**config.mk**
```make
export PLATFORM = sky130hd
export DESIGN_NAME = boreal_feature_frame_flat
export DESIGN_NICKNAME = d
export VERILOG_FILES = /design/src/rtl/boreal_feat_pkg.sv /design/src/rtl/boreal_feature_frame_if.sv /design/src/rtl/boreal_weight_bank.sv /design/src/rtl/boreal_feature_frame.sv /design/src/flat_wrapper.sv
export SDC_FILE = /design/constraint.sdc
export NUM_CORES = 1
export LEC_CHECK = 0
export CAP_MARGIN = 30
export CORE_UTILIZATION = 30
export CTS_CLUSTER_DIAMETER = 100
export CTS_CLUSTER_SIZE = 14
export DETAILED_ROUTE_END_ITERATION = 8
export DONT_BUFFER_PORTS = 1
export GPL_ROUTABILITY_DRIVEN = 0
export SLEW_MARGIN = 20
export SYNTH_ARGS = -nofsm -noshare
export SYNTH_HDL_FRONTEND = slang
export SYNTH_SLANG_ARGS = --single-unit
```
**constraint.sdc**
```tcl
create_clock -name clk -period 8.2 [get_ports clk]
set_input_delay 0.41 -clock clk [delete_from_list [all_inputs] [get_ports clk]]
set_output_delay 0.41 -clock clk [all_outputs]
set_load 0.05 [all_outputs]
```
**src/rtl/boreal_feat_pkg.sv**
```systemverilog
// Shared types and helpers for the boreal spatial feature accumulator.
package boreal_feat_pkg;

    typedef enum logic [1:0] {
        ST_IDLE  = 2'd0,
        ST_ACCUM = 2'd1,
        ST_EMIT  = 2'd2
    } state_t;

    // Width used for the shift/saturate helper; any accumulator fits in it.
    localparam int WIDE_W = 64;

    // Accumulator width: full product plus headroom for NUM_CH additions.
    function automatic int calc_acc_w(input int sample_w, input int weight_w, input int num_ch);
        return sample_w + weight_w + $clog2(num_ch);
    endfunction

    // Arithmetic right shift followed by clamping to a signed feat_w range.
    function automatic logic signed [WIDE_W-1:0] sat_shift(
        input logic signed [WIDE_W-1:0] acc,
        input int                       shift,
        input int                       feat_w
    );
        logic signed [WIDE_W-1:0] shifted;
        logic signed [WIDE_W-1:0] max_v;
        logic signed [WIDE_W-1:0] min_v;
        shifted = acc >>> shift;
        max_v   = (64'sd1 <<< (feat_w - 1)) - 64'sd1;
        min_v   = -(64'sd1 <<< (feat_w - 1));
        if (shifted > max_v) begin
            return max_v;
        end else if (shifted < min_v) begin
            return min_v;
        end
        return shifted;
    endfunction

    // X weights alternate sign: -1 on even channels, +1 on odd channels.
    function automatic int wx_reset(input int c);
        return ((c % 2) == 1) ? 1 : -1;
    endfunction

    // Y weights split the montage: -1 on the lower half, +1 on the upper half.
    function automatic int wy_reset(input int c, input int num_ch);
        return (c >= (num_ch / 2)) ? 1 : -1;
    endfunction

endpackage

```
**src/rtl/boreal_feature_frame_if.sv**
```systemverilog
// Sample, weight-write and feature/status signals of the feature accumulator.
interface boreal_feature_frame_if #(
    parameter int NUM_CH   = 8,
    parameter int SAMPLE_W = 16,
    parameter int WEIGHT_W = 8,
    parameter int FEAT_W   = 16
);
    localparam int CH_W = $clog2(NUM_CH);

    logic                       s_valid;
    logic [CH_W-1:0]            s_ch;
    logic signed [SAMPLE_W-1:0] s_sample;

    logic                       wr_en;
    logic                       wr_axis;
    logic [CH_W-1:0]            wr_ch;
    logic signed [WEIGHT_W-1:0] wr_data;

    logic                       feat_valid;
    logic signed [FEAT_W-1:0]   feat_x;
    logic signed [FEAT_W-1:0]   feat_y;
    logic                       frame_err;
    logic [7:0]                 err_count;
    logic                       busy;

    modport master (
        output s_valid, s_ch, s_sample,
        output wr_en, wr_axis, wr_ch, wr_data,
        input  feat_valid, feat_x, feat_y, frame_err, err_count, busy
    );

    modport slave (
        input  s_valid, s_ch, s_sample,
        input  wr_en, wr_axis, wr_ch, wr_data,
        output feat_valid, feat_x, feat_y, frame_err, err_count, busy
    );
endinterface

```
**src/rtl/boreal_weight_bank.sv**
```systemverilog
// Runtime-programmable X/Y weight register file, one write port, two read ports.
module boreal_weight_bank
    import boreal_feat_pkg::*;
#(
    parameter int NUM_CH   = 8,
    parameter int WEIGHT_W = 8
) (
    input  logic                       clk,
    input  logic                       rst_n,
    input  logic                       wr_en,
    input  logic                       wr_axis,
    input  logic [$clog2(NUM_CH)-1:0]  wr_ch,
    input  logic signed [WEIGHT_W-1:0] wr_data,
    input  logic [$clog2(NUM_CH)-1:0]  rd_ch,
    output logic signed [WEIGHT_W-1:0] rd_wx,
    output logic signed [WEIGHT_W-1:0] rd_wy
);
    logic signed [WEIGHT_W-1:0] w_x [NUM_CH];
    logic signed [WEIGHT_W-1:0] w_y [NUM_CH];

    // Reads are combinational, so a same-cycle write is seen only by later samples.
    assign rd_wx = w_x[rd_ch];
    assign rd_wy = w_y[rd_ch];

    // Weight storage: reset pattern, then single-entry writes selected by axis.
    always_ff @(posedge clk or negedge rst_n) begin
        if (!rst_n) begin
            for (int c = 0; c < NUM_CH; c++) begin
                w_x[c] <= WEIGHT_W'(wx_reset(c));
                w_y[c] <= WEIGHT_W'(wy_reset(c, NUM_CH));
            end
        end else if (wr_en) begin
            if (wr_axis) begin
                w_y[wr_ch] <= wr_data;
            end else begin
                w_x[wr_ch] <= wr_data;
            end
        end
    end
endmodule

```
**src/rtl/boreal_feature_frame.sv**
```systemverilog
// N-channel spatial feature accumulator: frame FSM, X/Y accumulators, idle timer.
//
// state | meaning
// IDLE  | waiting for channel 0 to open a frame
// ACCUM | frame open, expecting channel exp_ch next
// EMIT  | frame complete, registering saturated features (one cycle)
module boreal_feature_frame
    import boreal_feat_pkg::*;
#(
    parameter int NUM_CH   = 8,
    parameter int SAMPLE_W = 16,
    parameter int WEIGHT_W = 8,
    parameter int FEAT_W   = 16,
    parameter int SHIFT    = 3,
    parameter int TIMEOUT  = 4096
) (
    input logic                  clk,
    input logic                  rst_n,
    boreal_feature_frame_if.slave bus
);
    localparam int CH_W  = $clog2(NUM_CH);
    localparam int ACC_W = calc_acc_w(SAMPLE_W, WEIGHT_W, NUM_CH);
    localparam int TMR_W = $clog2(TIMEOUT + 1);
    localparam logic [CH_W-1:0]  LAST_CH  = CH_W'(NUM_CH - 1);
    localparam logic [TMR_W-1:0] TMR_LOAD = TMR_W'(TIMEOUT - 1);

    state_t                     state;
    logic [CH_W-1:0]            exp_ch;
    logic [TMR_W-1:0]           tmr;
    logic signed [ACC_W-1:0]    acc_x;
    logic signed [ACC_W-1:0]    acc_y;
    logic signed [WEIGHT_W-1:0] wx;
    logic signed [WEIGHT_W-1:0] wy;
    logic signed [ACC_W-1:0]    prod_x;
    logic signed [ACC_W-1:0]    prod_y;
    logic                       start;
    logic [7:0]                 err_cnt_q;
    logic [7:0]                 err_cnt_next;
    logic                       feat_valid_q;
    logic                       frame_err_q;
    logic                       busy_q;
    logic signed [FEAT_W-1:0]   feat_x_q;
    logic signed [FEAT_W-1:0]   feat_y_q;

    boreal_weight_bank #(
        .NUM_CH   (NUM_CH),
        .WEIGHT_W (WEIGHT_W)
    ) u_weights (
        .clk     (clk),
        .rst_n   (rst_n),
        .wr_en   (bus.wr_en),
        .wr_axis (bus.wr_axis),
        .wr_ch   (bus.wr_ch),
        .wr_data (bus.wr_data),
        .rd_ch   (bus.s_ch),
        .rd_wx   (wx),
        .rd_wy   (wy)
    );

    // Sign-extend both operands to the accumulator width before multiplying.
    assign prod_x       = ACC_W'(bus.s_sample) * ACC_W'(wx);
    assign prod_y       = ACC_W'(bus.s_sample) * ACC_W'(wy);
    assign start        = bus.s_valid && (bus.s_ch == '0);
    assign err_cnt_next = (err_cnt_q == 8'hFF) ? err_cnt_q : err_cnt_q + 8'd1;

    assign bus.feat_valid = feat_valid_q;
    assign bus.frame_err  = frame_err_q;
    assign bus.feat_x     = feat_x_q;
    assign bus.feat_y     = feat_y_q;
    assign bus.err_count  = err_cnt_q;
    assign bus.busy       = busy_q;

    // Frame sequencing, accumulation, idle timeout and registered status outputs.
    always_ff @(posedge clk or negedge rst_n) begin
        if (!rst_n) begin
            state        <= ST_IDLE;
            exp_ch       <= '0;
            tmr          <= '0;
            acc_x        <= '0;
            acc_y        <= '0;
            err_cnt_q    <= '0;
            feat_valid_q <= 1'b0;
            frame_err_q  <= 1'b0;
            busy_q       <= 1'b0;
            feat_x_q     <= '0;
            feat_y_q     <= '0;
        end else begin
            feat_valid_q <= 1'b0;
            frame_err_q  <= 1'b0;
            case (state)
                ST_IDLE: begin
                    if (start) begin
                        acc_x  <= prod_x;
                        acc_y  <= prod_y;
                        exp_ch <= CH_W'(1);
                        tmr    <= TMR_LOAD;
                        busy_q <= 1'b1;
                        state  <= ST_ACCUM;
                    end
                end
                ST_ACCUM: begin
                    if (bus.s_valid) begin
                        if (bus.s_ch == exp_ch) begin
                            acc_x  <= acc_x + prod_x;
                            acc_y  <= acc_y + prod_y;
                            exp_ch <= exp_ch + CH_W'(1);
                            tmr    <= TMR_LOAD;
                            if (exp_ch == LAST_CH) begin
                                busy_q <= 1'b0;
                                state  <= ST_EMIT;
                            end
                        end else begin
                            frame_err_q <= 1'b1;
                            err_cnt_q   <= err_cnt_next;
                            if (start) begin
                                // A fresh channel 0 restarts the frame rather than dropping it.
                                acc_x  <= prod_x;
                                acc_y  <= prod_y;
                                exp_ch <= CH_W'(1);
                                tmr    <= TMR_LOAD;
                            end else begin
                                busy_q <= 1'b0;
                                state  <= ST_IDLE;
                            end
                        end
                    end else if (tmr == '0) begin
                        frame_err_q <= 1'b1;
                        err_cnt_q   <= err_cnt_next;
                        busy_q      <= 1'b0;
                        state       <= ST_IDLE;
                    end else begin
                        tmr <= tmr - TMR_W'(1);
                    end
                end
                ST_EMIT: begin
                    feat_x_q     <= FEAT_W'(sat_shift(WIDE_W'(acc_x), SHIFT, FEAT_W));
                    feat_y_q     <= FEAT_W'(sat_shift(WIDE_W'(acc_y), SHIFT, FEAT_W));
                    feat_valid_q <= 1'b1;
                    if (start) begin
                        acc_x  <= prod_x;
                        acc_y  <= prod_y;
                        exp_ch <= CH_W'(1);
                        tmr    <= TMR_LOAD;
                        busy_q <= 1'b1;
                        state  <= ST_ACCUM;
                    end else begin
                        state <= ST_IDLE;
                    end
                end
                default: begin
                    busy_q <= 1'b0;
                    state  <= ST_IDLE;
                end
            endcase
        end
    end
endmodule

```
**src/flat_wrapper.sv**
```systemverilog
// flat-port wrapper written by rule: the top's interface ports become plain ports
module boreal_feature_frame_flat import boreal_feat_pkg::*;
#(
    parameter int NUM_CH   = 8,
    parameter int SAMPLE_W = 16,
    parameter int WEIGHT_W = 8,
    parameter int FEAT_W   = 16,
    parameter int SHIFT    = 3,
    parameter int TIMEOUT  = 4096
)
  (clk, rst_n, bus_s_valid, bus_s_ch, bus_s_sample, bus_wr_en, bus_wr_axis, bus_wr_ch, bus_wr_data, bus_feat_valid, bus_feat_x, bus_feat_y, bus_frame_err, bus_err_count, bus_busy);
  boreal_feature_frame_if #(.NUM_CH(NUM_CH), .SAMPLE_W(SAMPLE_W), .WEIGHT_W(WEIGHT_W), .FEAT_W(FEAT_W)) bus_i ();
  input logic clk;
  input logic rst_n;
  input wire logic [$bits(bus_i.s_valid)-1:0] bus_s_valid;
  input wire logic [$bits(bus_i.s_ch)-1:0] bus_s_ch;
  input wire logic [$bits(bus_i.s_sample)-1:0] bus_s_sample;
  input wire logic [$bits(bus_i.wr_en)-1:0] bus_wr_en;
  input wire logic [$bits(bus_i.wr_axis)-1:0] bus_wr_axis;
  input wire logic [$bits(bus_i.wr_ch)-1:0] bus_wr_ch;
  input wire logic [$bits(bus_i.wr_data)-1:0] bus_wr_data;
  output wire logic [$bits(bus_i.feat_valid)-1:0] bus_feat_valid;
  output wire logic [$bits(bus_i.feat_x)-1:0] bus_feat_x;
  output wire logic [$bits(bus_i.feat_y)-1:0] bus_feat_y;
  output wire logic [$bits(bus_i.frame_err)-1:0] bus_frame_err;
  output wire logic [$bits(bus_i.err_count)-1:0] bus_err_count;
  output wire logic [$bits(bus_i.busy)-1:0] bus_busy;
  assign bus_i.s_valid = bus_s_valid;
  assign bus_i.s_ch = bus_s_ch;
  assign bus_i.s_sample = bus_s_sample;
  assign bus_i.wr_en = bus_wr_en;
  assign bus_i.wr_axis = bus_wr_axis;
  assign bus_i.wr_ch = bus_wr_ch;
  assign bus_i.wr_data = bus_wr_data;
  assign bus_feat_valid = bus_i.feat_valid;
  assign bus_feat_x = bus_i.feat_x;
  assign bus_feat_y = bus_i.feat_y;
  assign bus_frame_err = bus_i.frame_err;
  assign bus_err_count = bus_i.err_count;
  assign bus_busy = bus_i.busy;
  boreal_feature_frame #(.NUM_CH(NUM_CH), .SAMPLE_W(SAMPLE_W), .WEIGHT_W(WEIGHT_W), .FEAT_W(FEAT_W), .SHIFT(SHIFT), .TIMEOUT(TIMEOUT)) u_core (.clk(clk), .rst_n(rst_n), .bus(bus_i));
endmodule
```
* After elaboration in Yosys (flattened, before gate mapping)
Index checks and enable logic that the tools add are counted.
Word-level totals: word-level logic and storage cells 135, output and inout port bits 43, register bits 243
Cells by class: multipliers 2, bitwise logic cells 3, muxes and demuxes 63, add/subtract/negate cells 5, eq/ne operators 13, reduce and logical (&&, ||, !) cells 15, magnitude comparators 7
Operators by type and width (count):
- two-way mux 27 bit | 6
- bitwise mux 64 bit | 2
- one-hot mux 27 bit (2 select lines) | 2
- two-way mux 16 bit | 6
- two-way mux 8 bit | 9
- adder 27 x 24 -> 27 bit | 2
- two-way mux 13 bit | 4
- binary-select mux 8 bit (select 3 bit) | 2
- greater-than comparator 24 x 16 -> 1 bit, second input constant | 2
- less-than comparator 24 x 16 -> 1 bit, second input constant | 2
- multiplier 16 x 8 -> 24 bit | 2
- one-hot mux 13 bit (2 select lines) | 1
- demux 8 bit (select 3 bit) | 1
- two-way mux 1 bit | 18
- zero test 13 bit | 1
- subtractor 13 x 1 -> 13 bit, second input constant | 1
- two-way mux 2 bit | 6
- two-way mux 3 bit | 3
- adder 8 x 1 -> 8 bit, second input constant | 1
- == test 8 bit, second input constant | 1
- greater-or-equal comparator 4 bit, second input constant | 2
- inequality test 4 bit, second input constant | 2
- NOT 3 -> 4 bit | 2
- AND reduction 2 bit | 4
- 21 further kinds | 26

* Longest topological paths before layout
Gate-level depths: netlist of the first run.
depth in word-level cells 9, depth in mapped cells 35, depth with buffers taken out 32

* By module
A second synthesis of the first run with hierarchy kept.
Unflattened totals: cell total of the unflattened synthesis 2301, area, all modules 22838.2 µm²
Modules (own cells, without submodules):
- boreal_feature_frame | instances 1, cells each 1950, area each 16809.9 µm²
- boreal_weight_bank | instances 1, cells each 351, area each 6028.3 µm²

* Worst setup path after synthesis of the first run
OpenSTA, ideal clock, no wires.
path kind input port to flip-flop, from input port bus_s_ch[0], to register u_core.acc_y[25], data required time 8.070 ns, library setup time 0.130 ns, arrival time 7.852 ns, setup slack 0.218 ns, stages on the path 32, cells stage by stage clkbuf_1 -> buf_2 -> mux4_2 -> mux2i_1 -> clkbuf_1 -> nor2_1 -> fa_1 -> fa_1 -> fa_1 -> inv_1 -> fa_1 -> inv_1 -> ha_1 -> or3_1 -> o21ba_2 -> nor2_1 -> a21oi_1 -> o21bai_1 -> a21oi_1 -> xnor2_1 -> ha_1 -> clkbuf_1 -> and3_1 -> a21oi_1 -> o21ai_0 -> nand2_1 -> o211ai_1 -> a31oi_1 -> o211a_1 -> a21oi_1 -> nor4_1 -> nor3b_1
On the way: cells in the longest elaborated chain, start to end 9
RTL lines:
- start, declared | line flat_wrapper.sv:16 | input wire logic [$bits(bus_i.s_ch)-1:0] bus_s_ch;
- NOT 3 -> 4 bit (implied by the code) | line boreal_weight_bank.sv:23 | assign rd_wy = w_y[rd_ch];
- binary-select mux 8 bit (select 3 bit) | line boreal_weight_bank.sv:23
- two-way mux 8 bit (implied by the code) (2 in a row) | line boreal_weight_bank.sv:23
- multiplier 16 x 8 -> 24 bit | line boreal_feature_frame.sv:62 | assign prod_y = ACC_W'(bus.s_sample) * ACC_W'(wy);
- adder 27 x 24 -> 27 bit or two-way mux 27 bit (tied branches)
- two-way mux 27 bit | line boreal_feature_frame.sv:103 | if (bus.s_ch == exp_ch) begin
- two-way mux 27 bit | line boreal_feature_frame.sv:102 | if (bus.s_valid) begin
- one-hot mux 27 bit (2 select lines) (*) | line boreal_feature_frame.sv:90 | case (state)
- end signal, assigned | line boreal_feature_frame.sv:94 | acc_y <= prod_y;
- end signal, assigned | line boreal_feature_frame.sv:105 | acc_y <= acc_y + prod_y;
- end signal, assigned | line boreal_feature_frame.sv:118 | acc_y <= prod_y;
- end, declared | line boreal_feature_frame.sv:31 | logic signed [ACC_W-1:0] acc_y;
Mark *: on every way between the ends. The rest lies on a longest branch, timed or not. The select of a mux whose other input is x is not followed. A chain may end at the register's enable or synchronous reset.

* Worst setup path after layout of the first run
from register u_core.u_weights.w_x[35] (netlist name), to register u_core.acc_x[25]
On the way: cells in the longest elaborated chain, start to end 8
RTL lines:
- start, declared | line boreal_weight_bank.sv:18 | logic signed [WEIGHT_W-1:0] w_x [NUM_CH];
- start signal, assigned by index | line boreal_weight_bank.sv:29 | w_x[c] <= WEIGHT_W'(wx_reset(c));
- start signal, assigned by index | line boreal_weight_bank.sv:36 | w_x[wr_ch] <= wr_data;
- binary-select mux 8 bit (select 3 bit) (*) | line boreal_weight_bank.sv:22 | assign rd_wx = w_x[rd_ch];
- two-way mux 8 bit (implied by the code) (*) (2 in a row) | line boreal_weight_bank.sv:22
- multiplier 16 x 8 -> 24 bit (*) | line boreal_feature_frame.sv:61 | assign prod_x = ACC_W'(bus.s_sample) * ACC_W'(wx);
- adder 27 x 24 -> 27 bit or two-way mux 27 bit (tied branches)
- two-way mux 27 bit | line boreal_feature_frame.sv:103
- two-way mux 27 bit | line boreal_feature_frame.sv:102
- one-hot mux 27 bit (2 select lines) (*) | line boreal_feature_frame.sv:90
- end signal, assigned | line boreal_feature_frame.sv:93 | acc_x <= prod_x;
- end signal, assigned | line boreal_feature_frame.sv:104 | acc_x <= acc_x + prod_x;
- end signal, assigned | line boreal_feature_frame.sv:117 | acc_x <= prod_x;
- end, declared | line boreal_feature_frame.sv:30 | logic signed [ACC_W-1:0] acc_x;
Marks and branches as above.

==> flow_results.org, run 1 <==
** Placed design
- After detailed placement, the total cell area comes to approximately 0.024 sq mm.
- During placement, the flow inserted port buffers numbering 0.
- HPWL after detailed placement :: 41,500 microns
- Worst Setup Slack post-DPL :: 0.649 ns

** Setup path
- Maximum single-stage delay on the critical path :: ~0.53 ns
- Critical Path Sink :: u_core.acc_x[25]
- The critical path contains buffers and inverters numbering 2 combined.
- On the critical path the largest part of the delay comes from adder cells.
- Reg-to-reg endpoint :: u_core.acc_x[25]
- Critical path launch point type :: flip-flop
- Library cell appearing most often on the critical path :: fa_1
- In this run the critical register-to-register path is launched from u_core.u_weights.w_x[35].
- The slowest stage of the critical path is the fa_1 cell.
- Data arrives at the worst endpoint at 7.95 ns.
- Crit path kind :: reg -> reg
- The worst register-to-register path has a depth of 25.
- WP data required :: around 8.6 ns
- Levels on crit path :: 25
- The worst setup path is captured at a flip-flop.
- Setup slack on the worst reg-to-reg path comes out at 0.67 ns.
- Along the worst path, the maximum fanout reaches 16.
- Setup crit start :: u_core.u_weights.w_x[35]

** GRT
- The number of global-route vias before repair was 16,500.
- The number of antenna violations at the first check in global routing is 2.
- The first global-routing pass estimated 93,300 microns of wire.
- Global route overflow :: 0
- Largest net degree at the start of global routing :: between 200 and 250
- Global routing used 15.2% of the available tracks across all layers.

** Yosys
- Of the total synthesized cell area, the portion taken by XOR and XNOR cells is 3.87%.
- Synthesis produced a netlist with a net count of 2,652.
- Multiplexer cells account for 10.7% of the synthesized area.
- The synthesized design contains 243 register bits.
- Yosys printed 0 warnings.
- Main combinational cell family by area after synthesis :: adder cells
- In this run the mean area of a mapped cell was 10.0 sq um.
- Number of enable flip-flop cells after synthesis :: 0
- Number of standard cells after synthesis :: 2,255
- Of the total synthesized cell area, the portion taken by AND, OR, NAND and NOR gates is 13.8%.
- After synthesis, flip-flops and latches occupy between 20% and 30% of the total area.
- Adder and majority cell fraction of the synthesized area :: 27.0%
- The mapped netlist covers 0.0225 sq mm.
- In this run, distinct cell masters in the synthesized netlist total 81.
- Post-synthesis async set-or-reset flop share :: 100%
- The most used flip-flop cell after synthesis is dfrtp_1.
- The synthesized netlist devotes 10.6% of its cell area to compound gates.

** Timing
- Number of failing hold endpoints at the final stage :: 0
- Setup repair after global routing left no endpoint under its margin.
- At the pin with the least slew margin, the transition time is a little under 1 ns.
- The number of pins exceeding their max-slew limit in the final report came to 0.
- Final critical-path share of the clock period :: 91.8%
- Worst-case clock skew :: 0.0272 ns
- Setup violations remaining at the end of the flow were counted as 0.
- Based on the critical path, the design can be clocked at up to 0.133 GHz.
- Post-route setup TNS :: 0 ns
- For the finished layout, the period the worst path requires is 7.53 ns.
- Final critical-path setup slack :: 0.674 ns
- The worst pin sits at a relative slew slack of a little over a third.

** Job
- Max-cap violations :: 0

** Clock network
- TritonCTS built the clock tree.
- Clock buffers created by TritonCTS :: 22
- In this run the deepest clock path goes through 3 buffers.
- Clk_lat worst skew :: 0.55 ns
- The cell sitting at the root of the clock tree is a clkbuf_16.
- Resize count post-CTS :: 0
- Clock net sink count :: 243
- Clock transition time at the flip-flop clock pins of the worst setup and hold paths :: 0.07 ns
- CTS built an H-tree with a depth of 1.

** Final layout
- Area occupied by multi-input gates :: between 0.01 and 0.015 sq mm
- Number of fillers in the final layout :: 7,505
- Post-Route Utilization :: 32.9%
- Flip-flop and latch area :: 0.00617 sq mm
- Design Area, Final :: 0.0245 sq mm
- Area growth from synthesis to layout :: 8.77%
- Number of nets in the finished design :: 2,633
- Fraction of final layout cells with drive strength greater than 1 :: approximately 15%

** Floorplan
- Width of the die :: 276 microns
- In this run the vertical extent of the chip is between 200 and 300 microns.
- For this configuration, the core starts out at a cell density of between 30% and 40%.
- In this run the standard cell core region covers between 0.07 and 0.08 sq mm.
- Row count :: 100
- The die covers roughly 0.076 sq mm.
- Ports :: 78

** Drt
- Using the TritonRoute via totals, the vias-per-cell ratio works out to 4.88.
- Number of vias after detailed routing :: 15,700
- Detailed-router iteration count before antenna repair :: 5
- Post-route antenna net violation count :: 0
- In the final routed layout, each cell accounts on average for 17.6 microns.
- Summed over all layers, the routed wires come to 56,500 microns.
- In the routed design, unresolved DRC markers number 0.
- Violation count after the first detailed-routing iteration :: 847

** Worst hold path
- The tightest min-delay check is of the in -> reg type.

** Run status
- The run finished with clean final reports.
-- area by class of cell --
class | count | area share, %
tap | 969 | 4.94
sequential | 243 | 25.2
multi-input combinational | 1619 | 60.8
clock inverter | 3 | 0.255
inverter | 305 | 4.67
clock buffer | 30 | 2.37
timing repair buffer | 45 | 1.76
antenna | 1 | 0.0102
-- what timing repair did --
item | 4_1_cts | 5_1_grt
buffers inserted | 0 | 0
hold buffers | 9 | 1
endpoints found under the hold margin | 370 | 52
-- cells in the mapped netlist, types with 14 or more instances --
master	number	area, sq um
inv_1	304	1140
fa_1	208	4160
dfrtp_1	171	4280
ha_1	154	1930
nor2_1	152	571
nor2b_1	149	932
a21oi_1	147	736
mux2_2	135	1520
nand2_1	118	443
clkbuf_1	74	278
dfstp_2	72	1890
xnor2_1	64	561
o22ai_1	44	275
and2_1	42	263
o21ai_0	38	190
nand2b_1	34	213
mux4_2	32	721
a21o_1	31	233
xor2_1	30	263
nor3_1	21	105
nand3_1	18	90.1
mux2i_1	17	170
and3_1	14	87.6
-- routing by layer --
metal	vias to the layer above	global-route usage [%]	part of all wire, %
li1	7442	-	-
met1	7889	20.8	46
met2	300	24.3	46
met3	59	3.47	6.7
met4	0	3.47	1.7
met5	-	0	0
-- registers in the layout, indices dropped and copies added, names as in the netlist --
register,count
u_core.u_weights.w_x,64
u_core.bus.frame_err,1
u_core.state,2
u_core.bus.busy,1
u_core.acc_x,27
u_core.exp_ch,3
u_core.tmr,13
u_core.u_weights.w_y,64
u_core.bus.err_count,8
u_core.bus.feat_x,16
u_core.bus.feat_valid,1
u_core.bus.feat_y,16
u_core.acc_y,27
-- worst min path at each step --
stage / startpoint / to / cells past startpoint
2_1_floorplan: rst_n / u_core.acc_x[0] / 0
3_3_place_gp: rst_n / u_core.u_weights.w_y[18] / 0
3_5_place_dp: rst_n / u_core.u_weights.w_y[2] / 0
4_1_cts: bus_wr_data[2] / u_core.u_weights.w_y[2] / 1
5_1_grt: bus_wr_data[2] / u_core.u_weights.w_y[2] / 1
6_report: bus_wr_data[2] / u_core.u_weights.w_y[2] / 1
-- stage by stage --
stage	hold slack, ns	instances
global placement	0.142	3156
finish	0.0279	3215
detailed placement	0.140	3166
CTS	0.00210	3208
floorplan	0.114	2255
global route	0.0101	3214
-- layout by cell type, fill, tap and decap left out, types with 5 or more instances in the layout --
master / instances
mux2_2: 135
nor2_1: 152
o21ai_0: 37
nor2b_1: 149
or3_1: 7
nand3_1: 18
clkbuf_16: 22
mux4_2: 32
nand2_1: 118
o21bai_1: 12
ha_1: 154
nor3_1: 21
a21o_1: 31
nor4_1: 9
dlygate4sd3_1: 9
o31ai_1: 5
buf_4: 30
inv_1: 304
fa_1: 208
dfstp_2: 72
xnor2_1: 64
xor2_1: 30
o21ai_1: 7
nand2b_1: 34
a31oi_1: 11
a21oi_1: 147
clkbuf_1: 8
mux2i_2: 6
or2_2: 7
o221ai_1: 5
nand4_1: 11
mux2i_1: 11
dfrtp_1: 171
o21a_1: 8
o22ai_1: 44
and2_1: 41
and3_1: 14
a211oi_1: 11
-- worst register-to-register path: stages (launching register included) --
cell and delay, ns:
dfrtp_1 0.39, mux4_2 0.46, mux2_2 0.42, and2_1 0.24, fa_1 0.50, fa_1 0.53, fa_1 0.50, inv_1 0.05
fa_1 0.49, inv_1 0.05, ha_1 0.31, a21oi_1 0.28, o21ai_1 0.17, a31o_2 0.28, a21oi_1 0.17, xnor2_1 0.19
ha_1 0.36, and4_1 0.26, a221o_1 0.38, a21o_1 0.20, o21ai_2 0.18, o211ai_1 0.17, o221ai_1 0.28, mux2i_1 0.22
a21boi_1 0.08, a221o_1 0.25
-- logic make-up (layout without fill, tap and decap cells) --
family / after synthesis / count (layout)
flops: 243 / 243
simple gates: 604 / 604
other cells: 0 / 1
mux: 184 / 184
compound gates: 372 / 372
buf+inv: 393 / 383
fa+ha+maj: 362 / 362
xor+xnor: 97 / 97
Power of run 1 is left out: the tool's default activity adds up to more than one toggle a clock period on the data nets, which glitch-free logic cannot reach.
==> run 2: changes to the inputs <==
Settings changed: ABC_CLOCK_PERIOD_IN_PS set to 8200, CORE_UTILIZATION 30 to 25.
==> run 2 against run 1 <==
- worst hold slack gained 0.13 ns
- register-to-register slack hardly changed
- via count is 0.55% higher
- non-clock buffer count shrank 8
- critical path type unchanged
- highest routed layer unchanged
==> flow_results.org, run 2 (synthesized netlist as in run 1, its figures left out) <==
** Setup path
- Library cell appearing most often on the critical path :: fa_1 (unchanged)
- The critical path startpoint category was a flip-flop (unchanged).
- The critical path's largest stage delay was 0.55 ns (was 0.53 ns).
- The cell type of the slowest stage on the worst timing path was fa_1 (unchanged).
- Setup crit start :: u_core.u_weights.w_y[28] (was u_core.u_weights.w_x[35])
- Crit path kind :: reg -> reg (unchanged)
- WP data required :: 8.62 ns (was 8.63 ns)
- CP Data Arrival Time :: 7.96 ns (was 7.95 ns)
- The highest fanout seen on the critical path came to 16 (unchanged).
- The kind of capture point of the worst setup path was a flip-flop (unchanged).
- The startpoint of the worst register-to-register path was u_core.u_weights.w_y[28] (was u_core.u_weights.w_x[35]).

** Timing
- Final number of setup-violating endpoints :: 0 (unchanged)
- The worst-case hold slack is 0.156 ns (was 0.0279 ns).
- Normalized max-slew margin :: 38.7% (was 34.7%)
- The post-route minimum period came to 7.54 ns (was 7.53 ns).
- Post-route setup TNS :: 0 ns (unchanged)
- Number of failing hold endpoints at the final stage :: 0 (unchanged)
- Worst-case clock skew :: 0.0454 ns (was 0.0272 ns)
- Final critical-path share of the clock period :: 91.9% (was 91.8%)
- The number of pins exceeding their max-slew limit in the final report was 0 (unchanged).
- Transition time of the tightest slew-check pin :: 0.917 ns (was 0.976 ns)
- The maximum clock rate was 0.133 GHz (about the same).
- Unrepaired setup endpoints after global routing: false (unchanged).

** Floorplan
- The total I/O pin count came to 78 (unchanged).
- The effective utilization at floorplan came to 25.4% (was 30.3%).
- Die area :: 0.0914 sq mm (was 0.0763 sq mm)
- The count of standard-cell rows is 109 (was 100).
- The die extent in y is 302 microns (was 276 microns).
- The placeable core area is 0.0889 sq mm (was 0.0744 sq mm).
- The die extent in x came to 302 microns (was 276 microns).

** Clock network
- Number of H-tree levels :: 1 (unchanged)
- Post-CTS setup buffer count :: 0 (unchanged)
- CTS tree :: yes (unchanged)
- The clock slew at the register clock pins of the worst setup and hold paths is 0.07 ns (about the same).
- The CTS buffer count is 22 (unchanged).
- The clock tree root buffer cell was clkbuf_16 (unchanged).
- Clock net sink count :: 243 (unchanged)
- Largest buffer count on any clock path :: 3 (unchanged)
- Clk_lat worst skew :: 0.57 ns (was 0.55 ns)

** Final layout
- The share of layout cells above drive strength 1 was 15.1% (was 15.5%).
- Number of nets in the finished design :: 2,625 (was 2,633)
- Regs by FF count :: u_core.u_weights.w_x: 64 flops, u_core.u_weights.w_y: 64 flops (unchanged)
- The synthesis-to-finish area growth came to 9.53% (was 8.77%).
- Leading cell type in the layout, fill and taps excluded :: inv_1 (unchanged)
- The post-layout instance count excluding filler cells came to 3,405 (was 3,215).
- Design Area, Final :: 0.0247 sq mm (was 0.0245 sq mm)
- Most frequent cells in the layout :: 304 x inv_1, 208 x fa_1, 171 x dfrtp_1 (unchanged)

** GRT
- The global-route track usage on met1 is 17.1% (was 20.8%).
- Met2 usage in global routing :: 21.6% (was 24.3%)
- Largest net degree at the start of global routing :: 244 (unchanged)
- Initial antenna violation count :: 3 (was 2)
- GRT Resource Usage Total :: 13.0% (was 15.2%)
- Global routing usage on met3 :: 2.69% (was 3.47%)
- Busiest layer in global routing :: met2 (unchanged)
- Global route overflow :: 0 (unchanged)
- First-pass GRT wire length :: 94,400 microns (was 93,300 microns)
- The number of global-route vias before repair came to 16,700 (was 16,500).

** Drt
- Post-Route WL :: 57,600 microns (was 56,500 microns)
- The count of nets left with antenna violations after detail routing was 0 (unchanged).
- The average vias per placed instance came to 4.63 (was 4.88).
- The number of detailed-routing iterations run before antenna repair is 5 (unchanged).
- The residual DRC count came to 0 (unchanged).
- The detail-routed net length per standard cell was 16.9 microns (was 17.6 microns).
- The starting DRC count in detailed routing is 885 (was 847).
- Number of vias after detailed routing :: 15,800 (was 15,700)

** Worst hold path
- Hold path start :: bus_s_valid (was bus_wr_data[2])
- Type of the most critical hold path :: in -> reg (unchanged)

** Placed design
- Total instance count after detailed placement :: 3,356 (was 3,166)
- HPWL after detailed placement :: 42,300 microns (was 41,500 microns)
- The cell area after placement was 0.0239 sq mm (was 0.0237 sq mm).
- The number of buffers inserted by port buffering came to 0 (unchanged).

** Job
- The number of max-cap violations was 0 (unchanged).

** Run status
- Result of the run: finished, final reports clean (unchanged).
## run 2: changes by cell type in the layout (fill, tap and decap cells not counted), sizes merged
cell / before / now
clkbuf: 30 / 32
buf: 36 / 28
inv: 305 / 307
clkinv: 3 / 1
## run 2: repair_timing
item,CTS,global route
hold endpoints to repair,371,55
resized for setup,0,0
setup endpoints to repair,0,0
hold buffers,9,1
## run 2: cell type report
type,count,area [sq um]
multi-input combinational,1619,14900
clock inverter,3,52.6
fill,9361,64200
antenna,1,2.50
sequential,243,6170
timing repair buffer,37,345
clock buffer,32,609
inverter,305,1140
tap,1165,1460
## run 2: stage by stage
stage	util [%]	setup WS [ns]
after global routing	27.8	0.181
after floorplan	-	0.218
after global placement	26.8	0.640
after detailed placement	26.9	0.638
after CTS	27.7	0.662
final	27.8	0.662
## run 2: layer usage
layer  wire length (microns)  up-vias
met4                    1260        0
met3                    3250       71
met2                   27200      230
li1                        -     7454
met1                   25900     8021
met5                       0        -
## run 2: worst paths after layout
check / cells after the start / slack (ns) / end
worst max-delay path: 26 / 0.66 / u_core.acc_y[25]
worst min-delay path: 2 / 0.16 / u_core.tmr[12]
worst max register to register: 26 / 0.66 / u_core.acc_y[25]
worst min register to register: 1 / 0.49 / u_core.tmr[0]
max in group asynchronous: 3 / 6.54 / u_core.bus.feat_x[10]
min in group asynchronous: 2 / 0.49 / u_core.u_weights.w_y[6]
## run 2: critical path, delay by kind of cell (launching register included)
family	cells	cell delay, ns
compound gates	9	1.93
xor+xnor	1	0.18
fa+ha+maj	6	2.64
buf+inv	2	0.11
flops	1	0.38
mux	2	0.88
simple gates	6	1.28
Power of run 2 is left out for the same reason.
